$ cat src/rtl/i2s_pkg.sv
// Shared I2S definitions used by the clock generator, the clock follower and
// the RX/TX shift blocks.
//   I2S_BITS_PER_CH : default number of BCLK rising edges per LRCLK half-frame
//   follow_state_e  : qualification state of the clock follower
//   i2s_channel_e   : LRCLK level meaning (0 = left, 1 = right)
package i2s_pkg;

  localparam int I2S_BITS_PER_CH = 32;

  typedef enum logic [1:0] {
    SEARCH = 2'd0,
    TRACK  = 2'd1,
    LOCKED = 2'd2
  } follow_state_e;

  typedef enum logic {
    LEFT  = 1'b0,
    RIGHT = 1'b1
  } i2s_channel_e;

endpackage

$ cat src/rtl/i2s_sync_edge.sv
// Two-flop synchroniser for one asynchronous input, plus a history flop that
// turns the synchronised level into single-cycle rise/fall strobes.
// Ports:
//   clk   : local clock
//   rst   : asynchronous, active-high reset
//   din   : asynchronous input pin
//   level : synchronised level
//   rise  : high for one clk when the synchronised level goes 0->1
//   fall  : high for one clk when the synchronised level goes 1->0
module i2s_sync_edge (
  input  logic clk,
  input  logic rst,
  input  logic din,
  output logic level,
  output logic rise,
  output logic fall
);

  logic meta;
  logic stable;
  logic hist;

  // The first flop may go metastable; the second gives a clean level and the
  // third remembers the previous clean level so edges can be found by XOR.
  always_ff @(posedge clk or posedge rst) begin
    if (rst) begin
      meta   <= 1'b0;
      stable <= 1'b0;
      hist   <= 1'b0;
    end else begin
      meta   <= din;
      stable <= meta;
      hist   <= stable;
    end
  end

  assign level = stable;
  assign rise  = stable & ~hist;
  assign fall  = ~stable & hist;

endmodule

$ cat src/rtl/i2s_clk_follower.sv
// Slave-side I2S timing recovery. Takes an externally driven BCLK/LRCLK pair,
// brings it into the clk domain and produces the strobes that the RX/TX shift
// logic needs, together with a lock/error monitor that qualifies the framing.
// Ports:
//   clk, rst    : local clock, asynchronous active-high reset
//   bclk_in     : external bit clock (asynchronous)
//   lrclk_in    : external word clock (asynchronous), 0 = left
//   bclk_rise   : one-clk pulse per synchronised BCLK rising edge
//   bclk_fall   : one-clk pulse per synchronised BCLK falling edge
//   bit_idx     : index of the current rise within the half-frame
//   channel     : LRCLK sampled at the latest BCLK rise
//   frame_start : pulse together with bclk_rise when LRCLK goes right->left
//   locked      : framing has been qualified
//   err_pulse   : one-clk pulse on a half-frame length error or BCLK timeout
module i2s_clk_follower
  import i2s_pkg::*;
#(
  parameter int BITS_PER_CH = I2S_BITS_PER_CH,
  parameter int LOCK_FRAMES = 4,
  parameter int TIMEOUT     = 64
) (
  input  logic                           clk,
  input  logic                           rst,
  input  logic                           bclk_in,
  input  logic                           lrclk_in,
  output logic                           bclk_rise,
  output logic                           bclk_fall,
  output logic [$clog2(BITS_PER_CH)-1:0] bit_idx,
  output logic                           channel,
  output logic                           frame_start,
  output logic                           locked,
  output logic                           err_pulse
);

  localparam int IW = $clog2(BITS_PER_CH);
  localparam int GW = $clog2(LOCK_FRAMES + 1);
  localparam int TW = $clog2(TIMEOUT + 1);

  localparam logic [IW-1:0] IDX_MAX     = IW'(BITS_PER_CH - 1);
  localparam logic [GW-1:0] GOOD_TARGET = GW'(LOCK_FRAMES);
  localparam logic [TW-1:0] TO_LIMIT    = TW'(TIMEOUT);
  localparam logic [TW-1:0] TO_LAST     = TW'(TIMEOUT - 1);

  logic bclk_level_unused;
  logic bclk_re;
  logic bclk_fe;
  logic lr_level;
  logic lr_rise_unused;
  logic lr_fall_unused;

  follow_state_e state;
  logic [GW-1:0] good_cnt;
  logic [TW-1:0] to_cnt;
  logic          fs_good;

  logic lr_change;
  logic checking;
  logic fs_event;
  logic len_err;
  logic to_err;
  logic any_err;

  i2s_sync_edge u_bclk_sync (
    .clk   (clk),
    .rst   (rst),
    .din   (bclk_in),
    .level (bclk_level_unused),
    .rise  (bclk_re),
    .fall  (bclk_fe)
  );

  // LRCLK is only ever looked at on a BCLK rise, so only its level is needed.
  i2s_sync_edge u_lrclk_sync (
    .clk   (clk),
    .rst   (rst),
    .din   (lrclk_in),
    .level (lr_level),
    .rise  (lr_rise_unused),
    .fall  (lr_fall_unused)
  );

  // Everything here is evaluated in the cycle where the internal rise strobe
  // is high, so all outputs derived from it line up with the registered
  // bclk_rise. Length checking is skipped in SEARCH because the first LRCLK
  // change seen after start-up can land anywhere in the half-frame. The
  // timeout fires on the step into TIMEOUT; the counter then saturates, which
  // is what keeps the error from repeating while BCLK stays dead.
  always_comb begin
    lr_change = (lr_level != channel);
    checking  = (state != SEARCH);
    fs_event  = bclk_re && lr_change && (channel == RIGHT);
    len_err   = 1'b0;
    if (bclk_re && checking) begin
      if (lr_change) begin
        len_err = (bit_idx != IDX_MAX);
      end else begin
        len_err = (bit_idx == IDX_MAX);
      end
    end
    to_err  = !bclk_re && checking && (to_cnt == TO_LAST);
    any_err = len_err || to_err;
  end

  // Strobes, channel, bit index and the BCLK watchdog. bit_idx sticks at its
  // maximum when LRCLK fails to toggle so downstream logic never sees a wrap.
  // fs_good marks a checked, error-free frame start for the FSM one cycle on,
  // which makes locked rise the cycle after the qualifying frame_start.
  always_ff @(posedge clk or posedge rst) begin
    if (rst) begin
      bclk_rise   <= 1'b0;
      bclk_fall   <= 1'b0;
      frame_start <= 1'b0;
      channel     <= LEFT;
      bit_idx     <= '0;
      to_cnt      <= '0;
      fs_good     <= 1'b0;
    end else begin
      bclk_rise   <= bclk_re;
      bclk_fall   <= bclk_fe;
      frame_start <= fs_event;
      fs_good     <= fs_event && (state == TRACK) && !any_err;
      if (bclk_re) begin
        channel <= lr_level;
        if (lr_change) begin
          bit_idx <= '0;
        end else if (bit_idx != IDX_MAX) begin
          bit_idx <= bit_idx + IW'(1);
        end
      end
      if (bclk_re) begin
        to_cnt <= '0;
      end else if (to_cnt != TO_LIMIT) begin
        to_cnt <= to_cnt + TW'(1);
      end
    end
  end

  // Qualification FSM. The first LRCLK change only tells us where a
  // half-frame boundary is, so it moves to TRACK without being checked. Any
  // error drops straight back to SEARCH; an error in the same cycle as a
  // frame start therefore also cancels that frame's credit.
  always_ff @(posedge clk or posedge rst) begin
    if (rst) begin
      state     <= SEARCH;
      good_cnt  <= '0;
      locked    <= 1'b0;
      err_pulse <= 1'b0;
    end else begin
      err_pulse <= any_err;
      case (state)
        SEARCH: begin
          if (bclk_re && lr_change) begin
            state    <= TRACK;
            good_cnt <= '0;
          end
        end
        TRACK: begin
          if (any_err) begin
            state    <= SEARCH;
            good_cnt <= '0;
          end else if (fs_good) begin
            good_cnt <= good_cnt + GW'(1);
            if ((good_cnt + GW'(1)) == GOOD_TARGET) begin
              state  <= LOCKED;
              locked <= 1'b1;
            end
          end
        end
        LOCKED: begin
          if (any_err) begin
            state    <= SEARCH;
            good_cnt <= '0;
            locked   <= 1'b0;
          end
        end
        default: begin
          state    <= SEARCH;
          good_cnt <= '0;
          locked   <= 1'b0;
        end
      endcase
    end
  end

endmodule

$ cat config.mk
export PLATFORM = sky130hd
export DESIGN_NAME = i2s_clk_follower
export DESIGN_NICKNAME = d
export VERILOG_FILES = /design/src/rtl/i2s_pkg.sv /design/src/rtl/i2s_sync_edge.sv /design/src/rtl/i2s_clk_follower.sv
export SDC_FILE = /design/constraint.sdc
export NUM_CORES = 1
export LEC_CHECK = 0
export ABC_AREA = 1
export CAP_MARGIN = 15
export CORE_MARGIN = 3
export CORE_UTILIZATION = 50
export DETAILED_ROUTE_END_ITERATION = 10
export PLACE_DENSITY = 0.71
export RECOVER_POWER = 100
export SLEW_MARGIN = 20
export SYNTH_ARGS = -nofsm -noshare
export SYNTH_HDL_FRONTEND = slang
export SYNTH_HIERARCHICAL = 1
export SYNTH_SLANG_ARGS = --single-unit
$ cat constraint.sdc
create_clock -name clk -period 2.29 [get_ports clk]
set_clock_uncertainty 0.2 [all_clocks]
set_input_delay 0.229 -clock clk [delete_from_list [all_inputs] [get_ports clk]]
set_output_delay 0.229 -clock clk [all_outputs]
set_load 0.05 [all_outputs]
# ---- Word level (Yosys, flattened, before mapping)
# Index checks and enable logic that the tools add are counted.
dict set report classes {
  addsub 3
  eq_ne 15
  muxes 22
  bitwise_logic 5
  n_reduce_logical 18
}
# cell count
set ops {}
lappend ops {{$mux W7} 2}
lappend ops {{$mux W3} 4}
lappend ops {{$mux W2} 5}
lappend ops {{$mux W5} 2}
lappend ops {{$pmux W3 S3} 1}
lappend ops {{$ne A2 B2 Y1 const B} 4}
lappend ops {{$add A7 B1 Y7 const B} 1}
lappend ops {{$eq A7 B6 Y1 const B} 1}
lappend ops {{$logic_and A1 B1 Y1} 7}
lappend ops {{$ne A7 B7 Y1 const B} 1}
lappend ops {{$mux W1} 6}
lappend ops {{$pmux W2 S3} 1}
lappend ops {{$reduce_bool A2 Y1} 3}
lappend ops {{$add A5 B1 Y5 const B} 1}
lappend ops {{$eq A5 B5 Y1 const B} 1}
lappend ops {{$ne A5 B5 Y1 const B} 1}
lappend ops {{$reduce_and A5 Y1} 1}
lappend ops {{$reduce_and A4 Y1} 1}
lappend ops {{$add A3 B1 Y3 const B} 1}
lappend ops {{$eq A3 B3 Y1 const B} 1}
lappend ops {{$ne A3 B2 Y1 const B} 1}
lappend ops {{$ne A3 B3 Y1 const B} 1}
lappend ops {{$not A1 Y1} 3}
lappend ops {{$pmux W1 S3} 1}
lappend ops {{other kinds (10)} 12}
dict set report word_totals {
  ff_bits 29
  inputBits 4
  output_inout_bits 11
  word_cells 79
}

# ---- Longest topological paths before layout
dict set report depth {
  ltp_word 8
  depth_mapped 13
  mapped_depth_nobuf 13
}

# ---- Cells and area by module
# The synthesis kept the hierarchy.
# mod n_inst cells_each area_each_um2
set by_module_without_submodules {}
lappend by_module_without_submodules {i2s_clk_follower 1 145 1312.5}
lappend by_module_without_submodules {i2s_sync_edge 2 8 93.8}

# ---- Worst setup path after synthesis
# Ideal clock, no wire load.
dict set report synth_timing {
  kind {register -> register}
  from {register bit_idx[0]}
  to {register locked}
  setup_time_ns 0.119
  arrival_ns 1.905
  slack_ns 0.066
  stages_incl_launch_ff 13
  path_buffers 0
  period_less_slack_ns 2.224
  cell_sequence {dfrtp_1 > ha_1 > nand2_1 > nor2_1 > ha_1 > ha_1 > inv_1 > nand2_4 > nand3_2 > nand2_1 > clkinv_1 > nand3_1 > nand2_1}
}
dict set report synth_via {
  elab_chain_cells 6
  elab_cells_between_ends 8
  cone_classes {4 x eq/ne; 2 x mux; 2 x reduce/logical}
}
# element line
set synth_lines {}
lappend synth_lines {{start, declared} i2s_clk_follower.sv:28} ;# output logic [$clog2(BITS_PER_CH)-1:0] bit_idx,
lappend synth_lines {{start signal, assigned} i2s_clk_follower.sv:127} ;# bit_idx <= bit_idx + IW'(1);
lappend synth_lines {{$eq A5 B5 Y1 or $ne A5 B5 Y1 (tied branches)} {i2s_clk_follower.sv:97, i2s_clk_follower.sv:95}}
lappend synth_lines {{$mux W1 (*)} i2s_clk_follower.sv:94} ;# if (lr_change) begin
lappend synth_lines {{$mux W1 (*)} i2s_clk_follower.sv:93} ;# if (bclk_re && checking) begin
lappend synth_lines {{$logic_or A1 B1 Y1 (*)} i2s_clk_follower.sv:101} ;# any_err = len_err || to_err;
lappend synth_lines {{$ne A2 B2 Y1 (no source line)} --}
lappend synth_lines {{$reduce_and A5 Y1 (no source line) (*)} --}
lappend synth_lines {{end signal, assigned} i2s_clk_follower.sv:146} ;# locked <= 1'b0;
lappend synth_lines {{end signal, assigned} i2s_clk_follower.sv:165} ;# locked <= 1'b1;
lappend synth_lines {{end signal, assigned} i2s_clk_follower.sv:173} ;# locked <= 1'b0;
lappend synth_lines {{end, declared} i2s_clk_follower.sv:31} ;# output logic locked,
# Every way passes the cells marked *; elsewhere a longest branch is shown, timed or not.
# A chain may end at the register's enable or synchronous reset.

# ---- Final worst setup path
dict set report layout_timing {
  from {register bit_idx[0]}
  to {register good_cnt[2]}
}
dict set report layout_via {
  elab_chain_cells 6
  elab_cells_between_ends 10
  cone_classes {4 x eq/ne; 4 x mux; 2 x reduce/logical}
}
# element line
set layout_lines {}
lappend layout_lines {{$eq A5 B5 Y1 or $ne A5 B5 Y1 (tied branches)} {i2s_clk_follower.sv:97, i2s_clk_follower.sv:95}}
lappend layout_lines {{$mux W1 (*)} i2s_clk_follower.sv:94}
lappend layout_lines {{$mux W1 (*)} i2s_clk_follower.sv:93}
lappend layout_lines {{$logic_or A1 B1 Y1 (*)} i2s_clk_follower.sv:101}
lappend layout_lines {{named net any_err} i2s_clk_follower.sv:61} ;# logic any_err;
lappend layout_lines {{$ne A3 B3 Y1 (no source line) (tied with other cells)} --}
lappend layout_lines {{$reduce_and A3 Y1 (no source line) or $pmux W3 S3 (tied branches)} --}
lappend layout_lines {{end signal, assigned} i2s_clk_follower.sv:162} ;# good_cnt <= good_cnt + GW'(1);
lappend layout_lines {{end, declared} i2s_clk_follower.sv:52} ;# logic [GW-1:0] good_cnt;
# The timed path passes the listed nets; every way through them passes the cells marked *.

==> results_dict.tcl <==
set metrics [dict create \
    antenna_found_initial 0 \
    internal-power_mw 0.9239 \
    tightest_slew_ns 0.5869 \
    antenna_cells 0 \
    seqPwrFrac_pct 44.0 \
    post-route-period-util_pct 93.47 \
    io_pins 15 \
    drv_slew 0 \
    place_hpwl_um 1951 \
    clock-sinks 29 \
    max_cap_viol_count 0 \
    drt-pass1-iter-count 4 \
    grt_pass1_vias 1165 \
    finalSetupViolations 0 \
    ant_nets 0 \
    syn2layout_area_growth_pct 17.22 \
    die_y_um 60.04 \
    nets 191 \
    status "finished, final reports clean" \
    drt_wl_total_um 2671 \
    cts_buffers 5 \
    io_buffer_count 14 \
    drive_above_1_share_pct 17.13 \
    synth_area_per_cell_sq_um 9.360 \
    yosysWarningCount 6 \
    post-route-util_pct 64.96 \
    grt_max_degree 24 \
    cp_data_required_time_ns 2.35 \
    rows 18 \
    syn_area_sq_um 1460 \
    endpoint_kind "flip-flop" \
    htreeDepth 2 \
    p_comb_share_pct 32.5 \
    fp.dieW_um 60.04 \
    place.gp.congestion 0.7836 \
    synthCells 156 \
    syn-num-nets 167 \
    fin_crit_ns 2.140 \
    power-per-cell-area_nw_per_um2 879.2 \
    cellLeakagePower_nw 0.8765 \
    dieArea_sq_um 3605 \
    wire_per_inst_um 12.66 \
    clkPwrFrac_pct 23.5 \
    netSwitchingFraction_pct 38.60 \
    route.detailed.drc 0 \
    min_path_type "flip-flop to flip-flop" \
    cts_tree "yes" \
    clkTransAtPathRegs_ns 0.09 \
    p_switching_mw 0.5809 \
    clock_path_buffers 2 \
    slowest_delay_ns 0.43 \
    finalHoldViolations 0 \
    coreArea_sq_um 2635 \
    critPathTopFamily "adder cells" \
    vias_per_cell 5.280 \
    setup-tns-final_ns 0 \
    max-slew-margin-rel_pct 60.87 \
    clkLatencyLatePin_ns 0.33 \
    dr_total_vias 1114 \
    arrival_ns 2.20 \
    finalHoldWorstSlack_ns 0.1687 \
    total_power_mw 1.505 \
    grtUsageTotal_pct 18.32 \
    grt_pass1_wl_um 4781 \
    post_cts_buffers 0 \
    r2r_slack_ns 0.15 \
    cp.buffers_inverters 1 \
    critical_path_class "flip-flop to flip-flop" \
    cts_root_buf "clkbuf_4" \
    crit_fanout 6 \
    crit_chain "ha_1 -> nand2_1 -> nor2_1 -> ha_1 -> ha_1 -> inv_1 -> nand2_4 -> nand2_1 -> nor2_2 -> nand2_1 -> o21ai_2" \
    start_kind "flip-flop" \
    overflow 0 \
    rsz0062_at_grt "no" \
    peakVddDrop_v 0.0006429 \
    cp_slowest_cell "dfrtp_1" \
    fmax_mhz 467.2 \
    start_util_pct 55.41 \
    drt_iter0_markers 45 \
]
==> area by class of cell <==
cell class | instances | area [sq um]
Sequential cell | 29 | 725.7
Tap cell | 30 | 37.54
Inverter | 25 | 96.34
Timing Repair Buffer | 17 | 158.9
Fill cell | 216 | 923.4
Multi-Input combinational cell | 102 | 623.1
Clock buffer | 7 | 65.06
Clock inverter | 1 | 5.005
==> per-stage QoR <==
step	worst slack, ns	cell area, sq um	instances
6_report	0.1495	1712	211
5_1_grt	0.03158	1712	211
4_1_cts	0.1814	1733	211
3_5_place_dp	0.2280	1653	202
3_3_place_gp	0.2991	1653	202
2_1_floorplan	0.06606	1460	156
==> layer usage <==
metal	wire, um	vias to the layer above	share of wire (%)	global-route usage (%)
li1	-	556	-	-
met1	1175	524	44	20.94
met2	1323	23	50	30.40
met3	99	11	3.7	4.752
met4	74	0	2.8	11.08
met5	0	-	0	0
==> worst paths after layout <==
check                                      startpoint  cells past startpoint                           to
setup / recovery               bit_idx[0]$_DFFE_PP0P_                     11      good_cnt[2]$_DFFE_PP0P_
hold / removal             u_bclk_sync/meta$_DFF_PP0_                      0  u_bclk_sync/level$_DFF_PP0_
setup reg to reg               bit_idx[0]$_DFFE_PP0P_                     11      good_cnt[2]$_DFFE_PP0P_
hold reg to reg            u_bclk_sync/meta$_DFF_PP0_                      0  u_bclk_sync/level$_DFF_PP0_
max in group asynchronous                         rst                      4          err_pulse$_DFF_PP0_
min in group asynchronous                         rst                      3          bclk_fall$_DFF_PP0_
==> what timing repair did <==
action | 4_1_cts | 5_1_grt
gates resized for setup | 0 | 0
endpoints found under the hold margin | 6 | 0
hold buffers | 1 | 0
==> layout by cell type, fill, tap and decap left out, drive strengths merged <==
cell type / instances
nand3: 14
dfrtp: 29
a21oi: 5
nand3b: 1
or2: 1
dlygate4sd3: 15
a22oi: 1
nand4: 5
inv: 24
nand2: 38
clkinv: 2
nor3b: 1
nor2: 14
o21ai: 11
nor4: 1
xor2: 1
o31ai: 1
o211ai: 1
ha: 7
clkbuf: 9
==> state kept, by name, summed over array words and instances (netlist names) <==
signal	count
to_cnt	7
bit_idx	5
good_cnt	3
state	2
bclk_fall	1
bclk_rise	1
channel	1
err_pulse	1
frame_start	1
fs_good	1
locked	1
u_bclk_sync/hist	1
u_bclk_sync/level	1
u_bclk_sync/meta	1
u_lrclk_sync/level	1
u_lrclk_sync/meta	1
==> power by group through the flow <==
stage | combinational, mW | clock, mW | sequential, mW
after detailed placement | 0.504 | 0 | 0.672
after CTS | 0.511 | 0.361 | 0.662
after floorplan | 0.337 | 0 | 0.718
final | 0.488 | 0.354 | 0.662
after global routing | 0.551 | 0.392 | 0.677
after global placement | 0.486 | 0 | 0.666
Power figures use the tool's default switching activity.
==> variant 1 (same settings) <==
Encoding of `follow_state_e`: now one-hot (3 bits for 3 states).
--- a/src/rtl/i2s_pkg.sv
+++ b/src/rtl/i2s_pkg.sv
@@ -7,10 +7,10 @@
 
   localparam int I2S_BITS_PER_CH = 32;
 
-  typedef enum logic [1:0] {
-    SEARCH = 2'd0,
-    TRACK  = 2'd1,
-    LOCKED = 2'd2
+  typedef enum logic [2:0] {
+    SEARCH = 3'b001,
+    TRACK  = 3'b010,
+    LOCKED = 3'b100
   } follow_state_e;
 
   typedef enum logic {
Check against the original RTL: no difference found for any inputs over 10 cycles, from zero or initial values and one cycle with rst high; not proved beyond that.
==> variant 1 against the unedited design <==
  * Power up 26%
  * Design area up 8.0%
  * Worst hold slack worse by 15 ps
  * Setup slack worse by 20 ps
  * Sequential cell count up 1
  * Synthesized area up 5.2%
  * Via count up 6.2%
  * Wire length up 3.2%
  * Largest power group is now combinational logic
==> variant 1: results (changes against the unedited design) <==
Reg2Reg Launch Point: bit_idx[0]
Regs by FF count: to_cnt x7, bit_idx x5
Vias in the first global route: 1169 (+0.34%)
Max incr delay on CP: 450 ps (+20 ps)
Pleak: 0.000958 uW (+9.3%)
Antenna violations before repair: 0 (unchanged)
Vias/cell: 5.08 (-3.8%)
Worst Hold Class: reg -> reg
Layout cell share with drive strength beyond 1: 19.3% (+2.2 points)
Total GRT Usage: 18.0% (-0.29 points)
Multi-input gate area: 678 um^2 (+8.8%)
Number of cells on the worst reg-to-reg path: 13 (+2)
Post-Syn Instances: 174 (+12%)
DR iter-0 viols: 38 (-16%)
Ant diodes: 0 (unchanged)
Fillers: 250 (+16%)
Cell area after placement: 1740 um^2 (+5.3%)
Status: finished, final reports clean
Final std cells w/o fill: 233 (+10%)
Synthesized net count: 185 (+11%)
Worst-path fanout max: 7 (+1)
DPL Wire Length: 2100 um (+7.6%)
Hold wc startpoint: u_bclk_sync/meta
Slowest CP cell: dfrtp_2
First-pass GRT wire length: 4880 um (+2.0%)
Largest net degree at the start of global routing: 15 (-38%)
Cell count after placement: 222 (+9.9%)
Worst-Margin Slew: 537 ps (-50.1 ps)
Num CTS Buffers: 5 (unchanged)
Final GP Congestion: 0.818 (+4.4%)
VDD IR max: 575 uV (-11%)
WL final: 2760 um (+3.2%)
Net count, final: 212 (+11%)
variant 1: final timing paths:
check / end / slack [ps]
setup / recovery: good_cnt[2] / 130
hold / removal: u_bclk_sync/level / 150
setup reg to reg: good_cnt[2] / 130
hold reg to reg: u_bclk_sync/level / 150
max in group asynchronous: to_cnt[1] / 420
min in group asynchronous: u_lrclk_sync/meta / 590
variant 1: through the flow:
stage	setup slack [ps]	total power [uW]
6_report	130	1890
5_1_grt	-2.35	2040
4_1_cts	110	1850
3_5_place_dp	127	1520
3_3_place_gp	173	1500
2_1_floorplan	68.4	1340
variant 1: repair_timing:
| item | in CTS | in global routing |
|---|---|---|
| setup endpoints to repair | 0 | 8 |
| setup buffers | 0 | 2 |
| hold endpoints to repair | 5 | 0 |
| hold buffers | 1 | 0 |
| resized for setup | 0 | 6 |
variant 1: layer usage:
layer	track usage [%]	vias to the layer above	part of all wire, %
li1	-	603	-
met1	21.7	555	45
met2	29.9	21	50
met3	4.82	4	3.7
met4	8.79	0	1.4
met5	0	-	0
variant 1: where the power goes:
group          total, uW  switching (uW)  internal [uW]
Combinational        842             530            312
Sequential           724            86.2            638
Clock                324             176            149
Total               1890             791           1100
variant 1: layout make-up:
class	instances	area share [%]
clock buffer	7	2.98
clock inverter	1	0.271
inverter	35	7.31
multi-input combinational	109	36.7
sequential	30	40.8
tap	31	2.10
timing repair buffer	20	9.82
variant 1: critical path, delay by kind of cell, from the launching register on:
family                     cells  cell delay (ps)
adders and majority gates      3              610
and+or+nand+nor                8              590
DFF                            1              450
buffers and inverters          2              200
==> variant 2 (same flow settings) <==
Without the edit above. `I2S_BITS_PER_CH`: 32 -> 16.
--- a/src/rtl/i2s_pkg.sv
+++ b/src/rtl/i2s_pkg.sv
@@ -5,7 +5,7 @@
 //   i2s_channel_e   : LRCLK level meaning (0 = left, 1 = right)
 package i2s_pkg;
 
-  localparam int I2S_BITS_PER_CH = 32;
+  localparam int I2S_BITS_PER_CH = 16;
 
   typedef enum logic [1:0] {
     SEARCH = 2'd0,
Interface: changed (resized bit_idx); port bits go from 15 to 14. No check against the original RTL was run, so the function may have changed too.
==> variant 2 against the unedited design <==
  * Synthesized area down 6.1%
  * Sequential cell count shrank 1
  * Sequential power decreased by 0.9%
  * Maximum frequency up 3.6%
  * Combinational power grew 14%
  * Design area shrank 7.9%
  * Power fell by 6.7%
  * Sequential share of layout area grew 2.0 points
  * Non-clock buffer count is 1 lower
  * Setup slack better by 75 ps
  * Wire length down 7.5%
  * Critical endpoint is now bit_idx[2]
  * Largest power group unchanged
==> variant 2: results (changes against the unedited design) <==
Vias in the first global route: 1054 (-9.5%)
Worst-path fanout max: 4 (-2)
Total Power: 1400 uW (-6.7%)
VDD IR max: 565 uV (-12%)
Layout cell share with drive strength beyond 1: 7.07% (-10 points)
Worst setup path start: bit_idx[2]
First-pass GRT wire length: 4350 um (-9.0%)
Synthesized net count: 175 (+4.8%)
Worst reg2reg setup slack: 280 ps (+130 ps)
Peak Freq: 0.484 GHz (+3.6%)
Wire length per cell: 11.6 um (-8.7%)
Max incr delay on CP: 890 ps (+460 ps)
Vias/cell: 5.03 (-4.7%)
Final GP Congestion: 0.908 (+16%)
Status: finished, final reports clean
Regs by FF count: to_cnt x7, bit_idx x4, good_cnt x3
Pleak: 0.000850 uW (-3.0%)
Logic power comb: 554 uW (+14%)
Net count, final: 196 (+2.6%)
DR iter-0 viols: 26 (-42%)
DR WL met2: 1270 um (-4.2%)
DPL Wire Length: 1950 um (about the same)
Setup slack at placement: 305 ps (+77.2 ps)
H-tree Lvls: 1 (-1)
# port buffers: 13 (-1)
CP top delay family: buffers and inverters
Clk Latency, worst-skew pair: 310 ps (-20 ps)
Int Power: 823 uW (-11%)
WL final: 2470 um (-7.5%)
Cell count after placement: 210 (+4.0%)
Power in sequential cells: 656 uW (-0.9%)
Worst Hold Slack: 168 ps (-1.03 ps)
Post-Syn Instances: 165 (+5.8%)
Clock-pin slew on the worst setup and hold paths: 140 ps (+50 ps)
==> variant 2: cell count changes in the layout (fill, tap and decap cells not counted), sizes merged, moves of 2 or more <==
| cell | delta |
|---|---|
| a21oi | -2 |
| clkbuf | -4 |
| clkinv | -2 |
| inv | +7 |
| nand2 | +2 |
| nor2 | +11 |
| nor3 | +3 |
| o21ai | -5 |
==> variant 2: layout make-up <==
cell class	instances	area, um^2	area share [%]
Inverter	31	116	7.38
Tap cell	30	37.5	2.38
Timing Repair Buffer	16	148	9.37
Clock buffer	3	22.5	1.43
Multi-Input combinational cell	106	552	35.0
Sequential cell	28	701	44.4
==> variant 2: through the flow <==
stage                     utilization (%)  area (um^2)
after floorplan                         -         1370
after global placement               61.1         1550
after detailed placement             61.1         1550
after CTS                            62.3         1590
after global routing                 61.9         1580
final                                61.9         1580
==> variant 2: metal layers <==
metal / global-route usage [%] / vias to the layer above
met5: 0 / -
met4: 6.95 / 0
met3: 2.85 / 2
met2: 30.6 / 16
met1: 19.1 / 506
li1: - / 553
